<file path="src/rtl/shift_deser_if.sv">
// Serial-in / parallel-out bus for shift_deser: serial input side plus the
// valid/ready word output and status flags.
interface shift_deser_if #(parameter int W = 4);
    logic         sin;
    logic         sin_valid;
    logic         dir;
    logic [W-1:0] o;
    logic         o_valid;
    logic         o_ready;
    logic         overrun;
    logic         busy;
    logic         perr;

    modport master (
        output sin, sin_valid, dir, o_ready,
        input  o, o_valid, overrun, busy, perr
    );

    modport slave (
        input  sin, sin_valid, dir, o_ready,
        output o, o_valid, overrun, busy, perr
    );
endinterface

</file>
<file path="src/rtl/shift_deser.sv">
// Serial-in, parallel-out word receiver with a one-word valid/ready output register.
// Optional macro PARITY_EN: each word is followed by an even-parity bit.
module shift_deser #(
    parameter int W = 4
) (
    input  logic           clk,
    input  logic           nrst,
    input  logic           clear,
    shift_deser_if.slave   bus
);
    localparam int CW = $clog2(W);

`ifdef PARITY_EN
    typedef enum logic [1:0] {IDLE = 2'd0, SHIFT = 2'd1, PARITY = 2'd2} state_t;
`else
    typedef enum logic [1:0] {IDLE = 2'd0, SHIFT = 2'd1} state_t;
`endif

    state_t        state, state_n;
    logic [CW-1:0] count, count_n;
    logic [W-1:0]  sreg, sreg_n, shifted;
    logic          dir_lat, dir_n, use_dir;
    logic          done;
    logic [W-1:0]  o_q;
    logic          o_valid_q, overrun_q;
`ifdef PARITY_EN
    logic          perr_n, perr_q;
`endif

    // The direction input only matters on the first bit of a word.
    assign use_dir = (state == IDLE) ? bus.dir : dir_lat;
    assign shifted = use_dir ? {bus.sin, sreg[W-1:1]} : {sreg[W-2:0], bus.sin};

    always_comb begin
        state_n = state;
        count_n = count;
        sreg_n  = sreg;
        dir_n   = dir_lat;
        done    = 1'b0;
`ifdef PARITY_EN
        perr_n  = 1'b0;
`endif
        case (state)
            IDLE: begin
                if (bus.sin_valid) begin
                    dir_n   = bus.dir;
                    sreg_n  = shifted;
                    count_n = CW'(1);
                    state_n = SHIFT;
                end
            end
            SHIFT: begin
                if (bus.sin_valid) begin
                    sreg_n = shifted;
                    if (count == CW'(W - 1)) begin
                        count_n = '0;
`ifdef PARITY_EN
                        state_n = PARITY;
`else
                        done    = 1'b1;
                        state_n = IDLE;
`endif
                    end else begin
                        count_n = count + CW'(1);
                    end
                end
            end
`ifdef PARITY_EN
            PARITY: begin
                if (bus.sin_valid) begin
                    state_n = IDLE;
                    if ((^sreg) ^ bus.sin) perr_n = 1'b1;
                    else                   done   = 1'b1;
                end
            end
`endif
            default: state_n = IDLE;
        endcase
    end

    always_ff @(posedge clk or negedge nrst) begin
        if (!nrst) begin
            state     <= IDLE;
            count     <= '0;
            sreg      <= '0;
            dir_lat   <= 1'b0;
            o_q       <= '0;
            o_valid_q <= 1'b0;
            overrun_q <= 1'b0;
        end else if (clear) begin
            state     <= IDLE;
            count     <= '0;
            sreg      <= '0;
            dir_lat   <= 1'b0;
            o_q       <= '0;
            o_valid_q <= 1'b0;
            overrun_q <= 1'b0;
        end else begin
            state   <= state_n;
            count   <= count_n;
            sreg    <= sreg_n;
            dir_lat <= dir_n;
            // A completion can replace a word being consumed this cycle; otherwise it is dropped.
            if (done) begin
                if (!o_valid_q || bus.o_ready) begin
                    o_q       <= sreg_n;
                    o_valid_q <= 1'b1;
                end else begin
                    overrun_q <= 1'b1;
                end
            end else if (o_valid_q && bus.o_ready) begin
                o_valid_q <= 1'b0;
            end
        end
    end

`ifdef PARITY_EN
    always_ff @(posedge clk or negedge nrst) begin
        if (!nrst)      perr_q <= 1'b0;
        else if (clear) perr_q <= 1'b0;
        else            perr_q <= perr_n;
    end
    assign bus.perr = perr_q;
`else
    assign bus.perr = 1'b0;
`endif

    assign bus.o       = o_q;
    assign bus.o_valid = o_valid_q;
    assign bus.overrun = overrun_q;
    assign bus.busy    = (state != IDLE);
endmodule

</file>
<file path="src/flat_wrapper.sv">
// flat-port wrapper written by rule: the top's interface ports become plain ports
module shift_deser_flat 
#(
    parameter int W = 4
)
  (clk, nrst, clear, bus_sin, bus_sin_valid, bus_dir, bus_o_ready, bus_o, bus_o_valid, bus_overrun, bus_busy, bus_perr);
  shift_deser_if #(.W(W)) bus_i ();
  input  logic clk;
  input  logic nrst;
  input  logic clear;
  input wire logic [$bits(bus_i.sin)-1:0] bus_sin;
  input wire logic [$bits(bus_i.sin_valid)-1:0] bus_sin_valid;
  input wire logic [$bits(bus_i.dir)-1:0] bus_dir;
  input wire logic [$bits(bus_i.o_ready)-1:0] bus_o_ready;
  output wire logic [$bits(bus_i.o)-1:0] bus_o;
  output wire logic [$bits(bus_i.o_valid)-1:0] bus_o_valid;
  output wire logic [$bits(bus_i.overrun)-1:0] bus_overrun;
  output wire logic [$bits(bus_i.busy)-1:0] bus_busy;
  output wire logic [$bits(bus_i.perr)-1:0] bus_perr;
  assign bus_i.sin = bus_sin;
  assign bus_i.sin_valid = bus_sin_valid;
  assign bus_i.dir = bus_dir;
  assign bus_i.o_ready = bus_o_ready;
  assign bus_o = bus_i.o;
  assign bus_o_valid = bus_i.o_valid;
  assign bus_overrun = bus_i.overrun;
  assign bus_busy = bus_i.busy;
  assign bus_perr = bus_i.perr;
  shift_deser #(.W(W)) u_core (.clk(clk), .nrst(nrst), .clear(clear), .bus(bus_i));
endmodule
</file>
<file path="config.mk">
export PLATFORM = sky130hd
export DESIGN_NAME = shift_deser_flat
export DESIGN_NICKNAME = d
export VERILOG_FILES = /design/src/rtl/shift_deser_if.sv /design/src/rtl/shift_deser.sv /design/src/flat_wrapper.sv
export SDC_FILE = /design/constraint.sdc
export NUM_CORES = 1
export LEC_CHECK = 0
export CORE_MARGIN = 2
export CORE_UTILIZATION = 35
export DETAILED_ROUTE_END_ITERATION = 7
export DONT_BUFFER_PORTS = 1
export GPL_TIMING_DRIVEN = 0
export PLACE_DENSITY_LB_ADDON = 0.1
export SLEW_MARGIN = 10
export SYNTH_ARGS = -nofsm -noshare
export SYNTH_HDL_FRONTEND = slang
export SYNTH_SLANG_ARGS = --single-unit
</file>
<file path="constraint.sdc">
create_clock -name clk -period 4.3 [get_ports clk]
set_clock_uncertainty 0.15 [all_clocks]
set_input_delay 0.86 -clock clk [delete_from_list [all_inputs] [get_ports clk]]
set_output_delay 0.86 -clock clk [all_outputs]
set_load 0.005 [all_outputs]
</file>
==> impl_metrics.csv <==
group,metric,value,unit
final_layout,antenna_cells,0,
global_route,grt_overflow_total,0,
drt,initialDrtViolationCount,12,
flow_run,drv_cap,0,
die,ioPinCount,15,
critical_path,r2r_start,"u_core.state[0]$_DFFE_PN0P_",
logic_synthesis,synth-seq-cells,14,
timing,fmax,0.554,GHz
logic_synthesis,synth_fp_nets,67,
pwr,switching_power,0.0561,mW
die,start_util,37.0,%
pwr,ir_drop,233,uV
final_layout,num-nets-final,72,
placement,dp_cells,84,
global_route,grtUsageTotal,12.9,%
pwr,clockPowerShare,36.7,%
clock_tree,cts-buffers-inserted,3,
die,rows,15,
clock_tree,cts.clk_slew.worst_paths,0.09,ns
placement,place_area,669,sq um
logic_synthesis,synth_top_area_cell,"dfrtp_1",
die,coreArea,0.00173,sq mm
timing,hold_viol,0,
critical_path,r2r_cells,3,
final_layout,drive_gt1_share,11.1,%
global_route,antenna_found_initial,0,
critical_path,cp_data_required_time,3.29,ns
placement,place.gp.congestion,0.721,
die,dieWidth,46.7,um
critical_path,cp-start-kind,"flip-flop",
final_layout,fin_area,706,sq um
timing,hold_slack,0.116,ns
pwr,p_per_area,359,mW/mm^2
timing,rsz0062_at_grt,"false",
critical_path,criticalPathCategory,"flip-flop to output port",
global_route,grt_max_degree,15,
clock_tree,holdBufCountCts,0,
drt,vias,444,
clock_tree,root_buffer,"clkbuf_4",
min_path,hold_class,"input port to asynchronous set/reset pin",
final_layout,fin_cells,88,
run_status,status,"complete, no violations",
timing,setup_violations,0,
logic_synthesis,netlist_instances,59,
clock_tree,post_cts_buffers,0,
pwr,p_total,0.253,mW
global_route,grt_pass1_wl,1980,um
logic_synthesis,yosysUniqueCellTypes,18,
critical_path,r2r_end,"u_core.sreg[0]$_DFF_PN0_",
drt,wl_per_cell,14.1,um
placement,dp_hpwl,901,um
pwr,p_leak,0.316,nW
drt,final_antenna_net_count,0,
pwr,comb_power_share,7.5,%
logic_synthesis,synth_top_area_share,54.9,%
final_layout,syn2layout_area_growth,10.6,%
placement,numPortBuffers,0,
critical_path,cp.arrival,0.79,ns
final_layout,n_fill_cell,182,
clock_tree,htree_num_levels,1,
timing,fin_setup_tns,0,ns
drt,firstDrtPassIters,4,
critical_path,r2r_slack,2.62,ns
critical_path,end_kind,"output port",
critical_path,cp_max_fo,8,
logic_synthesis,synthesis.area,638,sq um
pwr,intPower,0.197,mW
drt,routed_wl,1240,um
timing,slew_violations,0,
clock_tree,ctsResizeCount,0,
clock_tree,cts.sinks,14,
die,die_h,46.7,um
logic_synthesis,yosysWarnings,0,
final_layout,final_cell_mix,"dfrtp_1 (14), nor2_1 (8), a211oi_1 (8)",
clock_tree,insertion_delay,0.28,ns
timing,min_period_over_period,42.0,%
clock_tree,clockBufferDepth,2,
drt,vias_per_cell,5.05,
final_layout,layout_commonest_cell,"dfrtp_1",
die,die_area,0.00218,sq mm
global_route,grt_pass1_vias,421,
logic_synthesis,synth_seq_area_share,54.9,%
logic_synthesis,avgSynthCellArea,10.8,sq um
logic_synthesis,synthTopCellsByArea,"dfrtp_1 (55%), a211oi_1 (9.4%), mux2i_1 (7.8%), a21oi_1 (4.7%), nor2_1 (4.7%)",
drt,drc,0,
pwr,switching_share,22.2,%
critical_path,cp.depth,0,
pwr,seqPwrFrac,55.7,%
timing,period_needed,1.80,ns
clock_tree,cts_tree,"yes",
logic make-up after synthesis:
family,Yosys count,synth area share [%]
AO/OA/AOI/OAI,17,17.6
AND/OR/NAND/NOR,16,12.0
flip-flops,14,54.9
multiplexers,6,10.0
buffers and inverters,4,2.94
adder cells (fa/ha/maj),1,1.96
other,1,0.588
area by class of cell:
cell class / instances / area [sq um] / share of cell area (%)
sequential: 14 / 350 / 49.6
multi-input combinational: 41 / 269 / 38.1
clock buffer: 4 / 36.3 / 5.14
tap: 25 / 31.3 / 4.43
buffer: 4 / 18.8 / 2.66
synthesized netlist by cell type (all sizes together):
cell and count:
a211oi 8, a21oi 6, and2 1, and3 1
buf 1, clkbuf 3, conb 1, dfrtp 14
ha 1, mux2i 6, nand2b 3, nand3 2
nor2 8, nor3 1, o211ai 1, o21ai 1
o21ba 1
registers in the layout (all words and copies together) (netlist names):
register	cells
u_core.sreg	4
u_core.dir_lat	1
u_core.bus.o	4
u_core.bus.o_valid	1
u_core.count	2
u_core.bus.overrun	1
u_core.state	1
through the flow:
stage	setup slack, ns	util [%]
after CTS	2.50	40.9
after global routing	2.44	40.9
after global placement	2.38	38.8
after detailed placement	2.38	38.8
after floorplan	2.53	-
final	2.50	40.9
worst max path at each step:
stage                                start                  endpoint
4_1_cts        u_core.state[0]$_DFFE_PN0P_                  bus_busy
2_1_floorplan                      bus_dir  u_core.sreg[0]$_DFF_PN0_
3_3_place_gp                       bus_dir  u_core.sreg[2]$_DFF_PN0_
3_5_place_dp                       bus_dir  u_core.sreg[2]$_DFF_PN0_
5_1_grt        u_core.state[0]$_DFFE_PN0P_                  bus_busy
6_report       u_core.state[0]$_DFFE_PN0P_                  bus_busy
power by group through the flow:
stage / clock network [mW] / registers, mW / logic [mW]
after CTS: 0.0975 / 0.141 / 0.0193
after floorplan: 0 / 0.142 / 0.0163
after detailed placement: 0 / 0.144 / 0.0192
final: 0.0930 / 0.141 / 0.0190
after global placement: 0 / 0.144 / 0.0193
after global routing: 0.104 / 0.142 / 0.0217
routing by layer:
metal | up-vias | wire length, um | global-route usage (%)
li1 | 219 | - | -
met5 | - | 0 | 0
met4 | 0 | 6 | 1.67
met3 | 2 | 71 | 6.27
met2 | 12 | 538 | 17.2
met1 | 211 | 627 | 19.2
Note: power is estimated with default switching activity, not from simulation.
